File: config.mk
export PLATFORM = sky130hd
export DESIGN_NAME = wb_egress_packer
export DESIGN_NICKNAME = d
export VERILOG_FILES = /design/src/rtl/wb_egress_packer.sv
export SDC_FILE = /design/constraint.sdc
export NUM_CORES = 1
export LEC_CHECK = 0
export ABC_AREA = 1
export BUFFER_PORTS_ARGS = -buffer_cell sky130_fd_sc_hd__clkbuf_2
export CORE_UTILIZATION = 60
export DETAILED_ROUTE_END_ITERATION = 8
export GPL_TIMING_DRIVEN = 0
export HOLD_SLACK_MARGIN = 0.02
export PLACE_DENSITY = 0.82
export SKIP_CTS_REPAIR_TIMING = 1
export SYNTH_ARGS = -nofsm -noshare
export SYNTH_HDL_FRONTEND = slang
export SYNTH_SLANG_ARGS = --single-unit
File: constraint.sdc
create_clock -name wb_clk -period 10.8 [get_ports wb_clk]
set_input_delay 1.08 -clock wb_clk [delete_from_list [all_inputs] [get_ports wb_clk]]
set_output_delay 1.08 -clock wb_clk [all_outputs]
set_load 0.01 [all_outputs]
File: src/rtl/wb_egress_packer.sv
// rtl/wb_egress_packer.sv - packs accepted WB beats into tagged command/data words and queues them for the egress FIFO
// Optional overflow checking: define WB_EGRESS_PACKER_OVF_CHK_EN.
module wb_egress_packer #(
    parameter  int ADR_W  = 24,
    parameter  int DAT_W  = 32,
    parameter  int DEPTH  = 4,
    localparam int FIFO_W = DAT_W + DAT_W / 8 + 2
) (
    input  logic               wb_clk,
    input  logic               wb_rst,
    input  logic [ADR_W-1:0]   wb_adr_i,
    input  logic [DAT_W-1:0]   wb_dat_i,
    input  logic [DAT_W/8-1:0] wb_sel_i,
    input  logic               wb_we_i,
    input  logic [2:0]         wb_cti_i,
    input  logic [1:0]         wb_bte_i,
    input  logic               state_idle_i,
    input  logic               egress_fifo_we_i,
    output logic               egress_fifo_full_o,
    output logic [FIFO_W-1:0]  fifo_dat_o,
    output logic               fifo_we_o,
    input  logic               fifo_full_i,
    output logic               ovf_o
);
    localparam int AW = $clog2(DEPTH);
    localparam logic [AW:0] DEPTH_P = (AW+1)'(DEPTH);
    localparam logic [AW:0] TWO_P   = (AW+1)'(2);

    logic [FIFO_W-1:0] mem [DEPTH];
    logic [AW:0]       wr_ptr, rd_ptr, count, count_next;
    logic [AW:0]       n_acc_w, pop_w;
    logic [AW-1:0]     wr_idx1;
    logic [1:0]        n_req, n_acc;
    logic              last, pop, full_q;
    logic [FIFO_W-1:0] cmd_word, data_word, word0;

    always_comb begin
        count     = wr_ptr - rd_ptr;
        last      = (wb_cti_i == 3'b000) || (wb_cti_i == 3'b111);
        cmd_word  = '0;
        cmd_word[FIFO_W-1]  = 1'b1;
        cmd_word[ADR_W+5:0] = {wb_we_i, wb_bte_i, wb_cti_i, wb_adr_i};
        data_word = {1'b0, last, wb_sel_i, wb_dat_i};
        word0     = state_idle_i ? cmd_word : data_word;
        pop       = (count != '0) && !fifo_full_i;
        if (!egress_fifo_we_i)
            n_req = 2'd0;
        else if (state_idle_i && wb_we_i)
            n_req = 2'd2;
        else
            n_req = 2'd1;
    end

`ifdef WB_EGRESS_PACKER_OVF_CHK_EN
    logic [AW:0] free, n_req_w;
    logic        ovf_set, ovf_q;

    // Only the words that fit are accepted; the rest are dropped and flagged.
    always_comb begin
        free    = DEPTH_P - count;
        n_req_w = (AW+1)'(n_req);
        ovf_set = n_req_w > free;
        n_acc   = ovf_set ? free[1:0] : n_req;
    end

    always_ff @(posedge wb_clk or posedge wb_rst) begin
        if (wb_rst)
            ovf_q <= 1'b0;
        else if (ovf_set)
            ovf_q <= 1'b1;
    end

    assign ovf_o = ovf_q;
`else
    assign n_acc = n_req;
    assign ovf_o = 1'b0;
`endif

    always_comb begin
        n_acc_w    = (AW+1)'(n_acc);
        pop_w      = (AW+1)'(pop);
        count_next = count + n_acc_w - pop_w;
        wr_idx1    = wr_ptr[AW-1:0] + 1'b1;
    end

    always_ff @(posedge wb_clk or posedge wb_rst) begin
        if (wb_rst) begin
            wr_ptr <= '0;
            rd_ptr <= '0;
            full_q <= 1'b0;
            for (int i = 0; i < DEPTH; i++)
                mem[i] <= '0;
        end else begin
            if (n_acc != 2'd0)
                mem[wr_ptr[AW-1:0]] <= word0;
            if (n_acc == 2'd2)
                mem[wr_idx1] <= data_word;
            wr_ptr <= wr_ptr + n_acc_w;
            rd_ptr <= rd_ptr + pop_w;
            // Registered so the control FSM never sees a path from fifo_full_i.
            full_q <= (DEPTH_P - count_next) < TWO_P;
        end
    end

    assign fifo_we_o          = pop;
    assign fifo_dat_o         = mem[rd_ptr[AW-1:0]];
    assign egress_fifo_full_o = full_q;
endmodule
==> impl_metrics.env, run 1 <==
export IMPL_diodes=0
export IMPL_crit_path_start_kind="register"
export IMPL_grt_total_usage_pct=44.9
export IMPL_async_flop_share_pct=100
export IMPL_die_area_mm2=0.0151
export IMPL_start_util_pct=62.3
export IMPL_cpMostUsedCell="clkbuf_1"
export IMPL_synth_edf_count=0
export IMPL_ys_flop_type="dfrtp_1"
export IMPL_yosys_area_top_type_share_pct=45.3
export IMPL_drc_errors=0
export IMPL_drive_gt1_share_pct=14.6
export IMPL_cap_violations=0
export IMPL_cts_sinks=159
export IMPL_r2r_setup_slack_ns=8.36
export IMPL_core_area_mm2=0.0141
export IMPL_finalHoldViolations=0
export IMPL_worstSetupPathType="reg2out"
export IMPL_die_h_um=123
export IMPL_grt_max_degree=96
export IMPL_leakagePower_nw=4.51
export IMPL_cts_tree="done"
export IMPL_yosysWarnings=0
export IMPL_drtPass1Iterations=9
export IMPL_period_minus_slack_ns=3.69
export IMPL_crit_buf_inv=3
export IMPL_dr_first_iter_drc_count=1871
export IMPL_wl_um=32400
export IMPL_fin_crit_sh_pct=34.2
export IMPL_die_w_um=123
export IMPL_critical_path_depth=5
export IMPL_max_freq_ghz=0.271
export IMPL_fin_area_mm2=0.0102
export IMPL_grt_pass1_wl_um=49500
export IMPL_power_density_mw_per_mm2=313
export IMPL_clk_pin_slew_ns=0.06
export IMPL_crit_arrival_ns=2.61
export IMPL_io_pins=112
export IMPL_slew_headroom_pct=40.1
export IMPL_syn_nets=1283
export IMPL_yosys_top_cells_area="dfrtp_1 (45%), o21ai_0 (14%), nand2_1 (13%), nor2_1 (5.0%), o21ai_1 (4.2%)"
export IMPL_synth_largest_area_cell="dfrtp_1"
export IMPL_crit_fanout=10
export IMPL_rows=43
export IMPL_irDropWorstVdd_mv=0.173
export IMPL_final_nets=1412
export IMPL_avgRoutedWirePerCell_um=21.3
export IMPL_cts_buffers=17
export IMPL_place_area_mm2=0.00958
export IMPL_yosys_top_cells_count="nand2_1 (303), o21ai_0 (254), dfrtp_1 (159)"
export IMPL_setup_violations=0
export IMPL_grt_pass1_vias=9081
export IMPL_holdPathEnd="rd_ptr[2]$_DFF_PP0_"
export IMPL_grt_overflow=0
export IMPL_setup_tns_ns=0
export IMPL_antenna_found_initial=0
export IMPL_end_kind="output pin"
export IMPL_port_buffer_count=109
export IMPL_r2r_start="wr_ptr[0]$_DFF_PP0_"
export IMPL_tightest_slew_ns=0.899
export IMPL_slew_viol_final=0
export IMPL_syn2layout_area_growth_pct=16.0
export IMPL_cp_top_family="buffers and inverters"
export IMPL_gp_congestion=0.962
export IMPL_reg2reg_to="egress_fifo_full_o$_DFF_PP0_"
export IMPL_postSynthAreaPerCell_um2=7.30
export IMPL_status="finished, final reports clean"
export IMPL_clock_skew_ns=0.00860
export IMPL_cts_buffer_depth=2
export IMPL_ys_ff_latch=159
export IMPL_cp_startpoint="rd_ptr[0]$_DFF_PP0_"
export IMPL_syn_inst=1203
export IMPL_cpPeakStageDelay_ns=0.61
export IMPL_vias=9830
export IMPL_routed_via_density=6.45
export IMPL_power_mw=3.18
export IMPL_insertion_delay_ns=0.46
export IMPL_ys_seq_area_share_pct=45.3
export IMPL_min_path_cells=1
export IMPL_synth_cell_types=26
export IMPL_cp_cell_sequence="clkbuf_1, clkbuf_1, nor2_1, o22ai_1, clkbuf_2"
export IMPL_hp_class="reg2reg"
export IMPL_r2r_cells=16
export IMPL_synth_area_mm2=0.00878
export IMPL_hpwl_um=20500
export IMPL_antenna_left=0
export IMPL_min_from="rd_ptr[2]$_DFF_PP0_"
export IMPL_cp_required_ns=9.72
export IMPL_yosysMostFrequentCell="nand2_1"
export IMPL_slowest_stage="clkbuf_1"
export IMPL_rsz0062_at_grt="false"
export IMPL_cts_htree_levels=4
export IMPL_root_buffer="clkbuf_16"
[cells by family after synthesis]
kind of cell	synth area share, %
buf+inv	7.64
simple gates	19.2
fa+ha+maj	1.45
flops	45.3
xor+xnor	0.299
other cells	0.0427
compound gates	26.0
[metal layers]
layer	vias up	share of wire, %	routed length (um)	track usage (%)
li1	4264	-	-	-
met1	4470	36	11600	59.9
met2	898	43	14100	66.0
met3	198	16	5030	13.1
met4	0	5.4	1760	24.1
met5	-	0	0	0
[how the worst max path moves through the flow]
stage	slack [ns]	to
6_report	7.11	fifo_dat_o[18]
5_1_grt	6.98	fifo_dat_o[15]
4_1_cts	7.17	fifo_dat_o[10]
3_5_place_dp	7.68	fifo_dat_o[14]
3_3_place_gp	3.44	mem[126]$_DFF_PP0_
2_1_floorplan	5.43	egress_fifo_full_o$_DFF_PP0_
[cell usage in the layout (no fill, tap or decap), drive strengths merged]
cell      netlist  final
conb            1      1
clkinvlp        0      2
dfrtp         159    159
a31oi           1      1
nor2          123    123
a21oi          38     38
o22ai          40     40
xor2            3      3
o211ai         24     24
inv            70     70
ha              7      7
o21ai         327    327
clkinv          0      6
clkbuf         46    176
fa              2      2
bufinv          0      3
nand3          12     12
buf            44     45
o21a            2      2
nand2         304    304
[per-stage QoR]
| stage | setup slack [ns] | std cells | hold slack, ns | util, % |
|---|---|---|---|---|
| after global placement | 3.44 | 1492 | 0.468 | 67.7 |
| after detailed placement | 7.68 | 1493 | 0.479 | 68.0 |
| after global routing | 6.98 | 1525 | 0.510 | 72.2 |
| after CTS | 7.17 | 1525 | 0.492 | 72.2 |
| final | 7.11 | 1525 | 0.494 | 72.2 |
| after floorplan | 5.43 | 1203 | 0.459 | - |
[state kept, by name (all words and copies together), names as in the netlist]
register,count
rd_ptr,3
mem,152
wr_ptr,3
egress_fifo_full_o,1
[area by class of cell]
class	count	area, um^2
Sequential cell	159	3980
Tap cell	180	225
Multi-Input combinational cell	884	4130
Buffer	90	408
Clock inverter	11	139
Inverter	70	270
Fill cell	1169	3920
Clock buffer	21	460
Timing Repair Buffer	110	573
[report_power, final]
part | leakage (nW) | switching, mW | internal [mW]
clock | 0.293 | 0.262 | 0.373
sequential | 1.81 | 0.165 | 0.899
combinational | 2.40 | 0.966 | 0.519
No activity file was read; power rests on OpenSTA's default activity.
==> inputs of run 2 (changes only) <==
Settings changed: CORE_UTILIZATION 60 to 53, PLACE_DENSITY 0.82 to 0.77.
Clock period 10.8 ns to 3.15 ns, I/O delays scaled along.
==> run 2 against run 1 <==
Compared with the run above: first-iteration DRC count shrank 27%; die area grew 13%; routed wire length grew 1.4%; worst hold slack lost 0.34 ns; highest routed layer unchanged; setup slack lost 6.9 ns; utilization shrank 7.5 points; register-to-register slack lost 7.6 ns; non-clock buffer count grew 4; critical path type unchanged; total power grew to 3.5 times the previous value; cell count grew 2.6%.
==> impl_metrics.env, run 2 (synthesis gave the netlist of run 1 again) <==
export IMPL_status="finished, final reports clean"
export IMPL_core_area_mm2=0.0160
export IMPL_fin_util_pct=64.7
export IMPL_insertion_delay_ns=0.44
export IMPL_max_freq_ghz=0.340
export IMPL_clock_skew_ns=0.00666
export IMPL_cap_violations=0
export IMPL_grt_overflow=0
export IMPL_cts_sinks=159
export IMPL_setup_tns_ns=0
export IMPL_fill_cells=1464
export IMPL_die_h_um=131
export IMPL_clk_pin_slew_ns=0.06
export IMPL_drtPass1Iterations=9
export IMPL_power_density_mw_per_mm2=1070
export IMPL_top_regs="mem (152), rd_ptr (3), wr_ptr (3)"
export IMPL_place_ws_ns=0.768
export IMPL_diodes=0
export IMPL_cpMostUsedCell="clkbuf_1"
export IMPL_end_kind="output pin"
export IMPL_fin_area_mm2=0.0104
export IMPL_cts_htree_levels=4
export IMPL_min_path_cells=3
export IMPL_cpPeakStageDelay_ns=0.57
export IMPL_power_mw=11.1
export IMPL_gp_congestion=0.918
export IMPL_r2r_start="wr_ptr[0]$_DFF_PP0_"
export IMPL_final_cells=1565
export IMPL_cp_startpoint="rd_ptr[0]$_DFF_PP0_"
export IMPL_regMostFlops="mem"
export IMPL_holdWs_ns=0.151
export IMPL_cp_required_ns=2.83
export IMPL_fin_crit_sh_pct=93.3
export IMPL_cts_tree="done"
export IMPL_tightest_slew_ns=0.934
export IMPL_finalHoldViolations=0
export IMPL_mostFrequentLayoutCells="nand2_1 (303), o21ai_0 (254), dfrtp_1 (159)"
export IMPL_rows=46
export IMPL_routed_via_density=6.22
export IMPL_holdPathEnd="mem[64]$_DFF_PP0_"
export IMPL_port_buffer_count=109
export IMPL_irDropWorstVdd_mv=0.544
export IMPL_largest_reg_flops=152
export IMPL_start_util_pct=54.8
export IMPL_grt_pass1_vias=9230
export IMPL_drc_errors=0
export IMPL_period_minus_slack_ns=2.94
export IMPL_io_pins=112
export IMPL_crit_arrival_ns=2.62
export IMPL_slew_headroom_pct=37.7
export IMPL_setup_violations=0
export IMPL_place_detailed_instances=1532
export IMPL_slowest_stage="clkbuf_1"
export IMPL_leakagePower_nw=4.56
export IMPL_grt_pass1_wl_um=49900
export IMPL_cts_buffer_depth=2
export IMPL_final_common_cell="nand2_1"
export IMPL_worstSetupPathType="reg2out"
export IMPL_antenna_left=0
export IMPL_crit_fanout=10
export IMPL_cp_top_family="buffers and inverters"
export IMPL_min_from="wb_dat_i[26]"
export IMPL_crit_buf_inv=4
export IMPL_cts_buffers=17
export IMPL_reg2reg_to="egress_fifo_full_o$_DFF_PP0_"
export IMPL_fin_ws_ns=0.211
export IMPL_final_nets=1416
export IMPL_drive_gt1_share_pct=14.8
export IMPL_root_buffer="clkbuf_16"
export IMPL_dr_first_iter_drc_count=1370
export IMPL_grt_max_degree=42
export IMPL_r2r_setup_slack_ns=0.80
export IMPL_vias=9742
export IMPL_wl_um=32900
export IMPL_syn2layout_area_growth_pct=18.0
export IMPL_grt_total_usage_pct=39.9
export IMPL_r2r_cells=16
export IMPL_slew_viol_final=0
export IMPL_hpwl_um=21600
export IMPL_hp_class="in2reg"
export IMPL_crit_path_start_kind="register"
export IMPL_antenna_found_initial=0
export IMPL_avgRoutedWirePerCell_um=21.0
export IMPL_rsz0062_at_grt="false"
export IMPL_cp_cell_sequence="inv_1, clkbuf_1, clkbuf_1, nor2_1, o22ai_1, clkbuf_2"
export IMPL_place_area_mm2=0.00968
export IMPL_die_w_um=131
export IMPL_die_area_mm2=0.0171
## run 2: changes by cell type in the layout (fill, tap and decap cells not counted)
cell           change
inv_8              -1
clkinvlp_4         +1
buf_12             +4
bufinv_16          +2
clkbuf_8           +2
buf_16             -1
clkinv_2           -4
dlygate4sd3_1      +1
## run 2: layer usage
metal  wire length (um)  track usage, %  part of all wire [%]  vias up
met5                  0               0                     0        -
met4               1920            24.1                   5.8        0
met3               4420            11.5                    13      176
met2              14300            59.7                    43      820
met1              12300            51.2                    37     4476
li1                   -               -                     -     4270
## run 2: how the worst max path moves through the flow
stage,slack [ns],cells past startpoint,endpoint
2_1_floorplan,0.82,1,egress_fifo_full_o$_DFF_PP0_
3_3_place_gp,-0.26,2,mem[88]$_DFF_PP0_
3_5_place_dp,0.77,6,fifo_dat_o[36]
4_1_cts,0.31,6,fifo_dat_o[36]
5_1_grt,0.07,6,fifo_dat_o[36]
6_report,0.21,6,fifo_dat_o[35]
## run 2: cell type report
cell class                 instances  area, um^2  share of cell area, %
sequential                       159        3980                   38.4
timing repair buffer             114         636                   6.14
clock buffer                      23         488                   4.71
buffer                            90         408                   3.94
tap                              216         270                   2.61
inverter                          70         267                   2.57
multi-input combinational        884        4130                   39.9
clock inverter                     9         179                   1.73
## run 2: power by group
group	switching (mW)	leakage (nW)	total, mW	internal (mW)
combinational	3.32	2.42	5.11	1.78
sequential	0.573	1.81	3.66	3.08
clock	0.853	0.320	2.35	1.49
## run 2: worst register-to-register path, cell delays in order, from the launching register on
cell and delay (ns):
dfrtp_1 0.47, inv_2 0.10, ha_1 0.22, fa_1 0.38, inv_1 0.07, nand2_1 0.06, nand2_1 0.07, nand2_1 0.04
nand2_1 0.10, nand2_1 0.06, nand3_1 0.06, nand2_1 0.06, ha_1 0.20, xor2_1 0.18, nand2_1 0.07, nand2_1 0.05
nor2_1 0.04
